### src/rtl/part4_bist_pkg.sv
// part4_bist_pkg
//   Shared types and constants for the Part4 self-test driver: the run-control
//   state enum, LFSR/MISR geometry, the MISR feedback polynomial, the bus widths
//   of the Part4 block under test, and the LFSR step function.
package part4_bist_pkg;

    typedef enum logic [1:0] {
        IDLE,
        RUN,
        DRAIN,
        DONE
    } state_t;

    // Part4 interface widths
    localparam int unsigned P4_IN_W  = 6;
    localparam int unsigned P4_OUT_W = 5;

    // Stimulus LFSR: x^6 + x^5 + 1, shift-left, feedback from bits 5 and 4
    localparam int unsigned          LFSR_W    = 6;
    localparam logic [LFSR_W-1:0]    LFSR_TAPS = 6'b11_0000;

    // Response compactor
    localparam int unsigned          MISR_W    = 16;
    localparam logic [MISR_W-1:0]    MISR_POLY = 16'h1021;

    function automatic logic [LFSR_W-1:0] lfsr_next(input logic [LFSR_W-1:0] q);
        return {q[LFSR_W-2:0], ^(q & LFSR_TAPS)};
    endfunction

endpackage

### src/rtl/part4_bist_misr.sv
// misr16
//   16-bit multiple-input signature register compacting the 5-bit Part4
//   response. Shift-left with polynomial 16'h1021 feedback from the MSB; the
//   response is XORed into the low bits.
//
//   clk       in   clock, rising edge
//   reset     in   synchronous active-low reset, clears the signature
//   enable    in   capture dut response this cycle
//   clear     in   zero the signature (wins over enable)
//   data      in   5-bit response word
//   sig       out  registered signature
//   sig_next  out  value sig takes at the coming edge (lets the owner register
//                  a compare result in the same cycle as the final capture)
module misr16
    import part4_bist_pkg::*;
(
    input  logic                clk,
    input  logic                reset,
    input  logic                enable,
    input  logic                clear,
    input  logic [P4_OUT_W-1:0] data,
    output logic [MISR_W-1:0]   sig,
    output logic [MISR_W-1:0]   sig_next
);

    always_comb begin
        sig_next = sig;
        if (clear) begin
            sig_next = '0;
        end else if (enable) begin
            sig_next = {sig[MISR_W-2:0], 1'b0}
                     ^ (sig[MISR_W-1] ? MISR_POLY : '0)
                     ^ {{(MISR_W-P4_OUT_W){1'b0}}, data};
        end
    end

    always_ff @(posedge clk) begin
        if (!reset) begin
            sig <= '0;
        end else begin
            sig <= sig_next;
        end
    end

endmodule

### src/rtl/part4_bist.sv
// part4_bist
//   Self-test driver for Part4. Drives LFSR patterns onto Part4.inpBus for
//   PAT_COUNT cycles, waits DUT_LAT cycles for the last response, compacts
//   every response into a MISR and flags whether the final signature matches
//   GOLDEN.
//
//   clk        in   clock, rising edge
//   reset      in   synchronous active-low reset
//   start      in   run request (honoured in IDLE and DONE only)
//   dut_in     out  stimulus to Part4.inpBus (zero outside RUN)
//   dut_out    in   response from Part4.outBus
//   busy       out  run in progress (RUN or DRAIN)
//   done       out  run finished, pass valid
//   pass       out  final signature equals GOLDEN
//   signature  out  current MISR contents
module part4_bist
    import part4_bist_pkg::*;
#(
    parameter int unsigned       PAT_COUNT = 63,
    parameter logic [LFSR_W-1:0] SEED      = 6'h01,
    parameter int unsigned       DUT_LAT   = 1,
    parameter logic [MISR_W-1:0] GOLDEN    = 16'h0000
) (
    input  logic                clk,
    input  logic                reset,
    input  logic                start,
    output logic [P4_IN_W-1:0]  dut_in,
    input  logic [P4_OUT_W-1:0] dut_out,
    output logic                busy,
    output logic                done,
    output logic                pass,
    output logic [MISR_W-1:0]   signature
);

    localparam logic [5:0] PAT_LAST = 6'(PAT_COUNT - 1);
    localparam logic [5:0] LAT_LAST = 6'(DUT_LAT - 1);

    state_t              state, state_d;
    logic [LFSR_W-1:0]   lfsr, lfsr_d;
    logic [5:0]          cnt, cnt_d;
    logic [DUT_LAT-1:0]  vpipe;
    logic                launch;
    logic [MISR_W-1:0]   sig_next;

    // The pattern counter is reused to time DRAIN; it is cleared on each
    // phase entry so both phases count from zero.
    always_comb begin
        state_d = state;
        lfsr_d  = lfsr;
        cnt_d   = cnt;
        launch  = 1'b0;
        case (state)
            IDLE, DONE: begin
                if (start) begin
                    state_d = RUN;
                    launch  = 1'b1;
                    lfsr_d  = SEED;
                    cnt_d   = '0;
                end
            end
            RUN: begin
                lfsr_d = lfsr_next(lfsr);
                if (cnt == PAT_LAST) begin
                    state_d = DRAIN;
                    cnt_d   = '0;
                end else begin
                    cnt_d = cnt + 6'd1;
                end
            end
            DRAIN: begin
                if (cnt == LAT_LAST) begin
                    state_d = DONE;
                end else begin
                    cnt_d = cnt + 6'd1;
                end
            end
            default: state_d = IDLE;
        endcase
    end

    // Outputs are registered from the next-state values so that dut_in
    // carries SEED in the first RUN cycle and busy/done switch with the state.
    always_ff @(posedge clk) begin
        if (!reset) begin
            state  <= IDLE;
            lfsr   <= SEED;
            cnt    <= '0;
            vpipe  <= '0;
            dut_in <= '0;
            busy   <= 1'b0;
            done   <= 1'b0;
            pass   <= 1'b0;
        end else begin
            state  <= state_d;
            lfsr   <= lfsr_d;
            cnt    <= cnt_d;
            dut_in <= (state_d == RUN) ? lfsr_d : '0;
            busy   <= (state_d == RUN) || (state_d == DRAIN);
            done   <= (state_d == DONE);

            if (launch) begin
                vpipe <= '0;
            end else begin
                vpipe[0] <= (state == RUN);
                for (int unsigned i = 1; i < DUT_LAT; i++) begin
                    vpipe[i] <= vpipe[i-1];
                end
            end

            // The final capture lands on the DRAIN->DONE edge, so compare
            // the post-capture value rather than the registered signature.
            if (launch) begin
                pass <= 1'b0;
            end else if ((state_d == DONE) && (state != DONE)) begin
                pass <= (sig_next == GOLDEN);
            end
        end
    end

    misr16 u_misr (
        .clk      (clk),
        .reset    (reset),
        .enable   (vpipe[DUT_LAT-1]),
        .clear    (launch),
        .data     (dut_out),
        .sig      (signature),
        .sig_next (sig_next)
    );

endmodule

### config.mk
export PLATFORM = sky130hd
export DESIGN_NAME = part4_bist
export DESIGN_NICKNAME = d
export VERILOG_FILES = /design/src/rtl/part4_bist_pkg.sv /design/src/rtl/part4_bist_misr.sv /design/src/rtl/part4_bist.sv
export SDC_FILE = /design/constraint.sdc
export NUM_CORES = 1
export LEC_CHECK = 0
export ABC_AREA = 0
export BUFFER_PORTS_ARGS = -buffer_cell sky130_fd_sc_hd__clkbuf_2
export CAP_MARGIN = 20
export CORE_UTILIZATION = 43
export DETAILED_ROUTE_END_ITERATION = 7
export PLACE_DENSITY_LB_ADDON = 0.05
export SYNTH_ARGS = -nofsm -noshare
export SYNTH_HDL_FRONTEND = slang
export SYNTH_SLANG_ARGS = --single-unit
### constraint.sdc
create_clock -name clk -period 2.5 [get_ports clk]
set_input_delay 0.625 -clock clk [delete_from_list [all_inputs] [get_ports clk]]
set_output_delay 0.625 -clock clk [all_outputs]
set_load 0.01 [all_outputs]
==> results_dict.tcl, run 1 <==
set metrics [dict create \
    tightest_slew_ns 0.647 \
    seqCellArea_um2 801 \
    yosysWarnings 0 \
    coreArea_um2 4000 \
    avgViaCountPerCell 5.20 \
    setup-tns-final_ns 0 \
    first_pass_iters 4 \
    cts.sinks 40 \
    total_power_uw 1400 \
    synthMuxAreaShare 0.0560 \
    clk_latency_ns 0.29 \
    numCtsBuffers 5 \
    cts_hold_buf 0 \
    ios 33 \
    synthArstFlopShare 0 \
    hold_violations 0 \
    grt_pass1_wl_um 6490 \
    synth-compound-area-share 0.172 \
    htree_levels 2 \
    ys_types 46 \
    cp_top_family "simple AND/OR/NAND/NOR gates" \
    syn_avg_cell_area_um2 9.36 \
    area_growth_pct 29.3 \
    place_hpwl_um 2960 \
    synth_top_family_by_area "compound AO/OA/AOI/OAI gates" \
    grt_pass1_vias 1475 \
    dieArea_um2 4420 \
    cp_max_fo 2 \
    report.final.slew_viol_count 0 \
    synth_area_um2 1790 \
    max_freq_ghz 0.412 \
    cts_tree "built" \
    finalNetCount 266 \
    antennaDiodeCount 0 \
    worstHoldPathType "reg2reg" \
    synth_fa_ha_area_frac 0.0630 \
    timing.final.crit_share 0.970 \
    crit_top_cell "o21ai_2" \
    initial_core_util 0.447 \
    setup_viol 0 \
    syn_inst 191 \
    ys_seq_area_frac 0.448 \
    num_vias 1559 \
    synth-xor-area-share 0.0588 \
    cp_data_required_time_ns 2.73 \
    drive_gt1_frac 0.300 \
    yosysMostFrequentCell "dfxtp_1" \
    path_cells "or4_4 > o21ai_2 > o21ai_2 > a22oi_2 > ha_2 > nor4b_2 > o2111ai_1 > or4_1 > o21ai_1" \
    rsz0062_at_grt "no" \
    status "complete, no violations" \
    wirelength_um 3920 \
    powerDensity_nw_per_um2 608 \
    crit_path_end_kind "flip-flop" \
    fin_crit_ns 2.43 \
    antenna_found_initial 0 \
    num_rows 23 \
    gp_congestion 0.793 \
    max_stage_delay_ns 0.54 \
    grt_max_degree 19 \
    multi_input_area_um2 948 \
    drt-initial-drc-count 67 \
    synth.largest_area_cell "dfxtp_1" \
    gr-total-overflow 0 \
    synth.area.top_cells "dfxtp_1, nor2_1, ha_1" \
    grt_usage 0.198 \
    synth_edf_count 0 \
    portBuffers 32 \
    drv_cap 0 \
    synth_top_area_frac 0.448 \
    slew_headroom 0.568 \
    die_x_um 66.5 \
    chipHeight_um 66.5 \
    synth_ff_type "dfxtp_1" \
    crit_slowest_cell "or4_4" \
    synthSimpleGateAreaFrac 0.165 \
    cts_max_path_buffers 2 \
    ir_drop_mv 0.340 \
    syn_nets 208 \
    skew_ns 0.00550 \
    leakagePower_uw 0.000996 \
    critPathKind "reg2reg" \
    crit_arrival_ns 2.65 \
    antenna_left 0 \
    worst-path-buf-inv 0 \
    drc 0 \
    avgRoutedWirePerCell_um 13.1 \
    nFillCells 354 \
    synth_seq_cells 40 \
    clock-root-buffer "clkbuf_8" \
    netlist_top_cells_count "dfxtp_1, nor2_1, mux2i_1" \
    startpoint_type "flip-flop" \
    clk_pin_slew_ns 0.08 \
]
[path summary, 6_finish.rpt]
check | start | end | slack [ns] | depth (start not counted)
max | cnt[2] | pass | 0.07 | 9
min | pass | pass | 0.48 | 2
max reg2reg | cnt[2] | pass | 0.07 | 9
min reg2reg | pass | pass | 0.48 | 2
[registers in the layout, indices dropped and copies added, names as in the netlist]
signal / cells
busy: 1
cnt: 6
done: 1
dut_in: 6
lfsr: 6
pass: 1
state: 2
u_misr.sig: 16
vpipe: 1
[what timing repair did]
item	in CTS	in global routing
endpoints found under the setup margin	1	1
buffers inserted	0	0
gates resized for setup	2	4
pin swaps	0	4
[stage by stage]
| step | hold slack, ns | worst slack, ns | instances | utilization | cell area, um2 |
|---|---|---|---|---|---|
| after floorplan | 0.474 | 0.00440 | 191 | - | 1790 |
| after global placement | 0.452 | 0.0176 | 292 | 0.541 | 2160 |
| after detailed placement | 0.464 | -0.0659 | 292 | 0.541 | 2160 |
| after CTS | 0.479 | 0.0428 | 300 | 0.574 | 2290 |
| after global routing | 0.486 | 0.0101 | 300 | 0.578 | 2310 |
| final | 0.480 | 0.0747 | 300 | 0.578 | 2310 |
[tightest hold or removal path: stages, from the launching register on]
cell     delay (ns)
dfxtp_1        0.32
nand3_1        0.06
o21ai_1        0.05
[kinds of logic after synthesis]
logic type / count (synthesis)
DFF: 40
and+or+nand+nor: 62
muxes: 10
buffers and inverters: 15
xor gates and xnor gates: 12
adders and majority gates: 9
AOI/OAI and AO/OA: 43
[cells in the final DEF, fill, tap and decap left out, types with 3 or more instances in the layout]
master	netlist	final
nor3_1	4	4
nand2_1	7	7
ha_1	9	8
and2_1	4	4
clkbuf_8	0	6
buf_4	2	24
a211oi_1	5	5
o21ai_1	5	3
a31oi_1	5	4
xnor2_1	8	8
a21oi_1	5	5
inv_1	7	7
xor2_1	4	4
o21ai_2	1	3
a22oi_1	6	5
mux2i_1	10	10
clkbuf_2	0	32
dfxtp_1	40	40
nor2_1	33	33
[where the power goes]
part	total, uW	leakage (uW)	switching, uW	internal, uW
registers	671	0.000324	16.3	655
clock network	552	0.0000614	225	326
logic	181	0.000611	99.2	82.2
total	1400	0.000996	341	1060
[routing by layer]
layer	GRT usage	vias up	routed length, um
li1	-	796	-
met1	0.231	719	1760
met5	0	-	0
met3	0.0514	7	153
met4	0.0957	0	75
met2	0.335	37	1940
[final cells by class]
| type | count | area share |
|---|---|---|
| inverter | 10 | 0.0162 |
| multi-input combinational | 136 | 0.410 |
| timing repair buffer | 56 | 0.147 |
| clock buffer | 6 | 0.0357 |
| sequential | 40 | 0.347 |
| clock inverter | 2 | 0.0168 |
| tap | 50 | 0.0271 |
No activity file was read; power rests on OpenSTA's default activity.
==> run 2, diff against run 1 <==
CELL_PAD_IN_SITES_DETAIL_PLACEMENT = 1   (was default)
CELL_PAD_IN_SITES_GLOBAL_PLACEMENT = 2   (was default)
CORE_UTILIZATION = 30   (was 43)
CTS_CLUSTER_DIAMETER = 80   (was default)
==> run 2 against run 1 <==
  * Clock skew is 0.0024 ns lower
  * Worst setup slack gained 0.0024 ns
  * Register-to-register slack is essentially flat
  * Critical path type unchanged
  * Critical path depth unchanged
  * Die area grew 42%
  * Sequential cell count is the same
  * Sequential power about the same
  * Total power up 3.5%
  * Worst hold slack improved by 0.0064 ns
  * Wire length rose by 31%
  * Global-route usage fell by 2.1 points
==> results_dict.tcl, run 2 (synthesized netlist as in run 1, its figures left out) <==
set metrics [dict create \
    startpoint_type "flip-flop" \
    cp_top_family "simple AND/OR/NAND/NOR gates" \
    antenna_left 0 \
    wirelength_um 5120 \
    critPathKind "reg2reg" \
    initial_core_util 0.317 \
    skew_ns 0.00306 \
    drc 0 \
    crit_arrival_ns 2.65 \
    htree_levels 2 \
    grt_max_degree 24 \
    area_growth_pct 34.0 \
    die_x_um 79.2 \
    place_hpwl_um 3850 \
    crit_top_cell "o21ai_2" \
    gp_congestion 0.887 \
    dpl_worst_slack_ns -0.0517 \
    timing.final.crit_share 0.969 \
    report.final.slew_viol_count 0 \
    avgViaCountPerCell 4.97 \
    worst-path-buf-inv 0 \
    tightest_slew_ns 0.625 \
    first_pass_iters 4 \
    drt-initial-drc-count 60 \
    max_stage_delay_ns 0.54 \
    nFillCells 692 \
    chipHeight_um 79.2 \
    clk_pin_slew_ns 0.08 \
    cp_max_fo 2 \
    slew_headroom 0.577 \
    gr-total-overflow 0 \
    cp_data_required_time_ns 2.73 \
    worst_slack_ns 0.0771 \
    numCtsBuffers 5 \
    coreArea_um2 5640 \
    dieArea_um2 6270 \
    fin_crit_ns 2.42 \
    crit_path_end_kind "flip-flop" \
    worstHoldPathType "reg2reg" \
    grt_usage 0.177 \
    final_common_cell "dfxtp_1" \
    max_freq_ghz 0.413 \
    status "complete, no violations" \
    crit_slowest_cell "or4_4" \
    ios 33 \
    rsz0062_at_grt "yes" \
    largest_reg_flops 16 \
    cts_max_path_buffers 2 \
    finalNetCount 268 \
    antenna_found_initial 0 \
    cts_tree "built" \
    regMostFlops "u_misr.sig" \
    cts.sinks 40 \
    portBuffers 32 \
    setup_viol 0 \
    final_cell_mix "dfxtp_1, nor2_1, clkbuf_2, buf_4, mux2i_1" \
    avgRoutedWirePerCell_um 15.8 \
    num_rows 27 \
    ir_drop_mv 0.217 \
    drive_gt1_frac 0.321 \
    setup-tns-final_ns 0 \
    grt_pass1_wl_um 8510 \
    total_power_uw 1450 \
    clk_latency_ns 0.29 \
    antennaDiodeCount 0 \
    path_cells "or4_4 > o21ai_2 > o21ai_2 > a22oi_2 > ha_2 > nor4b_4 > o2111ai_1 > or4_1 > o21ai_2" \
    num_vias 1610 \
    grt_pass1_vias 1712 \
    powerDensity_nw_per_um2 606 \
    leakagePower_uw 0.00101 \
    drv_cap 0 \
    clock-root-buffer "clkbuf_8" \
    hold_violations 0 \
]
==> run 2: routing by layer <==
metal / track usage / vias up / wire (um)
met4: 0.0564 / 0 / 63
met1: 0.198 / 785 / 2090
met2: 0.328 / 26 / 2810
li1: - / 791 / -
met5: 0 / - / 0
met3: 0.0414 / 8 / 156
==> run 2: cell type report <==
class | instances | area [um2] | area share
clock buffers | 7 | 96.3 | 0.0402
clock inverters | 1 | 30.0 | 0.0125
inverters | 10 | 37.5 | 0.0157
multi-input cells | 136 | 986 | 0.411
flip-flops and latches | 40 | 801 | 0.334
well taps | 72 | 90.1 | 0.0376
repair buffers | 58 | 355 | 0.148
==> run 2: worst paths after layout <==
path / from / end / slack [ns] / cells after the start
setup / recovery: cnt[2] / pass / 0.08 / 9
hold / removal: pass / pass / 0.49 / 2
setup reg to reg: cnt[2] / pass / 0.08 / 9
hold reg to reg: pass / pass / 0.49 / 2
==> run 2: where the power goes <==
part | total [uW] | internal [uW] | switching [uW]
Clock | 576 | 352 | 224
Combinational | 207 | 92.0 | 115
Sequential | 670 | 655 | 14.8
==> run 2: tightest hold or removal path: stages (launching register included) <==
cell,delay [ns]
dfxtp_1,0.32
nand3_1,0.08
o21ai_2,0.05
==> run 2: per-stage QoR <==
| stage | instances | hold slack [ns] | cell area, um2 | utilization |
|---|---|---|---|---|
| 2_1_floorplan | 191 | 0.474 | 1790 | - |
| 3_3_place_gp | 315 | 0.457 | 2200 | 0.389 |
| 3_5_place_dp | 315 | 0.460 | 2200 | 0.389 |
| 4_1_cts | 324 | 0.471 | 2350 | 0.416 |
| 5_1_grt | 324 | 0.513 | 2400 | 0.425 |
| 6_report | 324 | 0.486 | 2400 | 0.425 |
==> run 2: timing repair <==
action / 4_1_cts / 5_1_grt
cloned: 0 / 0
hold buffers: 0 / 0
gates resized for setup: 4 / 8
endpoints found under the hold margin: 0 / 0
endpoints found under the setup margin: 1 / 1
pin swaps: 2 / 3
setup buffers: 1 / 0
==> run 3, diff against run 2 <==
MAX_ROUTING_LAYER = met4   (was default)
==> run 3 against run 2 <==
  * Worst setup slack got worse by 0.0022 ns
  * Clock power about the same
  * Highest routed layer unchanged
  * Final cell count unchanged
  * Maximum frequency about the same
  * Core utilization unchanged
  * Sequential cell count unchanged
  * Die area unchanged
  * Total power about the same
  * Wire length increased by 0.25%
==> results_dict.tcl, run 3 (synthesized netlist as in run 1, its figures left out) <==
set metrics [dict create \
    cp_max_fo 2 \
    worstHoldPathType "reg2reg" \
    timing.final.crit_share 0.970 \
    grt_pass1_vias 1707 \
    cp_top_family "simple AND/OR/NAND/NOR gates" \
    hold_start "pass" \
    total_power_uw 1450 \
    first_pass_iters 4 \
    num_vias 1612 \
    wirelength_um 5140 \
    max_stage_delay_ns 0.54 \
    grt_usage 0.182 \
    drc 0 \
    path_cells "or4_4 > o21ai_2 > o21ai_2 > a22oi_2 > ha_2 > nor4b_4 > o2111ai_1 > or4_1 > o21ai_2" \
    cp_data_required_time_ns 2.73 \
    crit_top_cell "o21ai_2" \
    powerDensity_nw_per_um2 606 \
    place_hpwl_um 3850 \
    crit_slowest_cell "or4_4" \
    cts_tree "built" \
    grt_max_degree 24 \
    htree_levels 2 \
    dpl_worst_slack_ns -0.0517 \
    gr-total-overflow 0 \
    antenna_found_initial 0 \
    drt-initial-drc-count 67 \
    clk_latency_ns 0.29 \
    avgViaCountPerCell 4.98 \
    worst-path-buf-inv 0 \
    gp_congestion 0.902 \
    reg2reg_to "pass" \
    regMostFlops "u_misr.sig" \
    startpoint_type "flip-flop" \
    cts_max_path_buffers 2 \
    largest_reg_flops 16 \
    regToRegSetupSlack_ns 0.07 \
    ir_drop_mv 0.217 \
    tightest_slew_ns 0.619 \
    critPathKind "reg2reg" \
    antenna_left 0 \
    fin_crit_ns 2.43 \
    crit_path_end_kind "flip-flop" \
    slew_headroom 0.581 \
    dieArea_um2 6270 \
    avgRoutedWirePerCell_um 15.9 \
    num_rows 27 \
    final_cell_mix "dfxtp_1, nor2_1, clkbuf_2, buf_4, mux2i_1" \
    chipHeight_um 79.2 \
    min_to "pass" \
    rsz0062_at_grt "yes" \
    initial_core_util 0.317 \
    antennaDiodeCount 0 \
    report.final.slew_viol_count 0 \
    die_x_um 79.2 \
    worst_slack_ns 0.0750 \
    reg2reg_from "cnt[2]" \
    hold_violations 0 \
    max_freq_ghz 0.412 \
    coreArea_um2 5640 \
    utilization 0.425 \
    ios 33 \
    crit_arrival_ns 2.66 \
    area_growth_pct 34.0 \
    r2r_cells 9 \
    clk_pin_slew_ns 0.08 \
    finalNetCount 268 \
    skew_ns 0.00347 \
    portBuffers 32 \
    drv_cap 0 \
    numCtsBuffers 5 \
    grt_pass1_wl_um 8490 \
    status "complete, no violations" \
    drive_gt1_frac 0.321 \
    setup_viol 0 \
    setup-tns-final_ns 0 \
    leakagePower_uw 0.00101 \
    clock-root-buffer "clkbuf_8" \
    final_common_cell "dfxtp_1" \
    cts.sinks 40 \
    whs_path_depth 2 \
    holdWs_ns 0.486 \
]
[run 3: routing by layer]
| layer | wire, um | GRT usage | up-vias | share of wire |
|---|---|---|---|---|
| met5 | 0 | - | - | 0 |
| met4 | 65 | 0.0564 | 0 | 0.013 |
| met3 | 166 | 0.0414 | 8 | 0.032 |
| met2 | 2800 | 0.328 | 28 | 0.55 |
| met1 | 2100 | 0.197 | 783 | 0.41 |
| li1 | - | - | 793 | - |
[run 3: cell type report]
cell class,count,area (um2)
clock buffers,7,96.3
clock inverters,1,30.0
fillers,692,3250
inverters,10,37.5
multi-input cells,136,986
flip-flops and latches,40,801
well taps,72,90.1
repair buffers,58,355
[run 3: metrics by stage]
stage,std cells,instance area [um2]
floorplan,191,1790
global placement,315,2200
detailed placement,315,2200
CTS,324,2350
global route,324,2400
finish,324,2400
[run 3: report_power, final]
group	internal (uW)	switching, uW
Clock	352	224
Sequential	655	14.9
Combinational	92.0	115
Total	1100	354
[run 3: worst max-delay path by stage]
stage	startpoint	end	slack (ns)	cells past startpoint
5_1_grt	cnt[3]	pass	-0.06	11
2_1_floorplan	cnt[2]	pass	0.004	9
3_5_place_dp	cnt[2]	pass	-0.05	9
3_3_place_gp	cnt[2]	pass	-0.02	9
6_report	cnt[2]	pass	0.07	9
4_1_cts	cnt[2]	pass	0.006	9
[run 3: repair_timing]
action / 4_1_cts / 5_1_grt
setup endpoints to repair: 1 / 1
buffers inserted: 1 / 0
gates cloned: 0 / 0
hold buffers: 0 / 0
pin swaps: 2 / 3
resized for setup: 4 / 8
[run 3: worst reg2reg max path: stages (launching register included)]
cell	delay (ns)
dfxtp_1	0.31
or4_4	0.54
o21ai_2	0.15
o21ai_2	0.09
a22oi_2	0.18
ha_2	0.21
nor4b_4	0.19
o2111ai_1	0.14
or4_1	0.44
o21ai_2	0.12
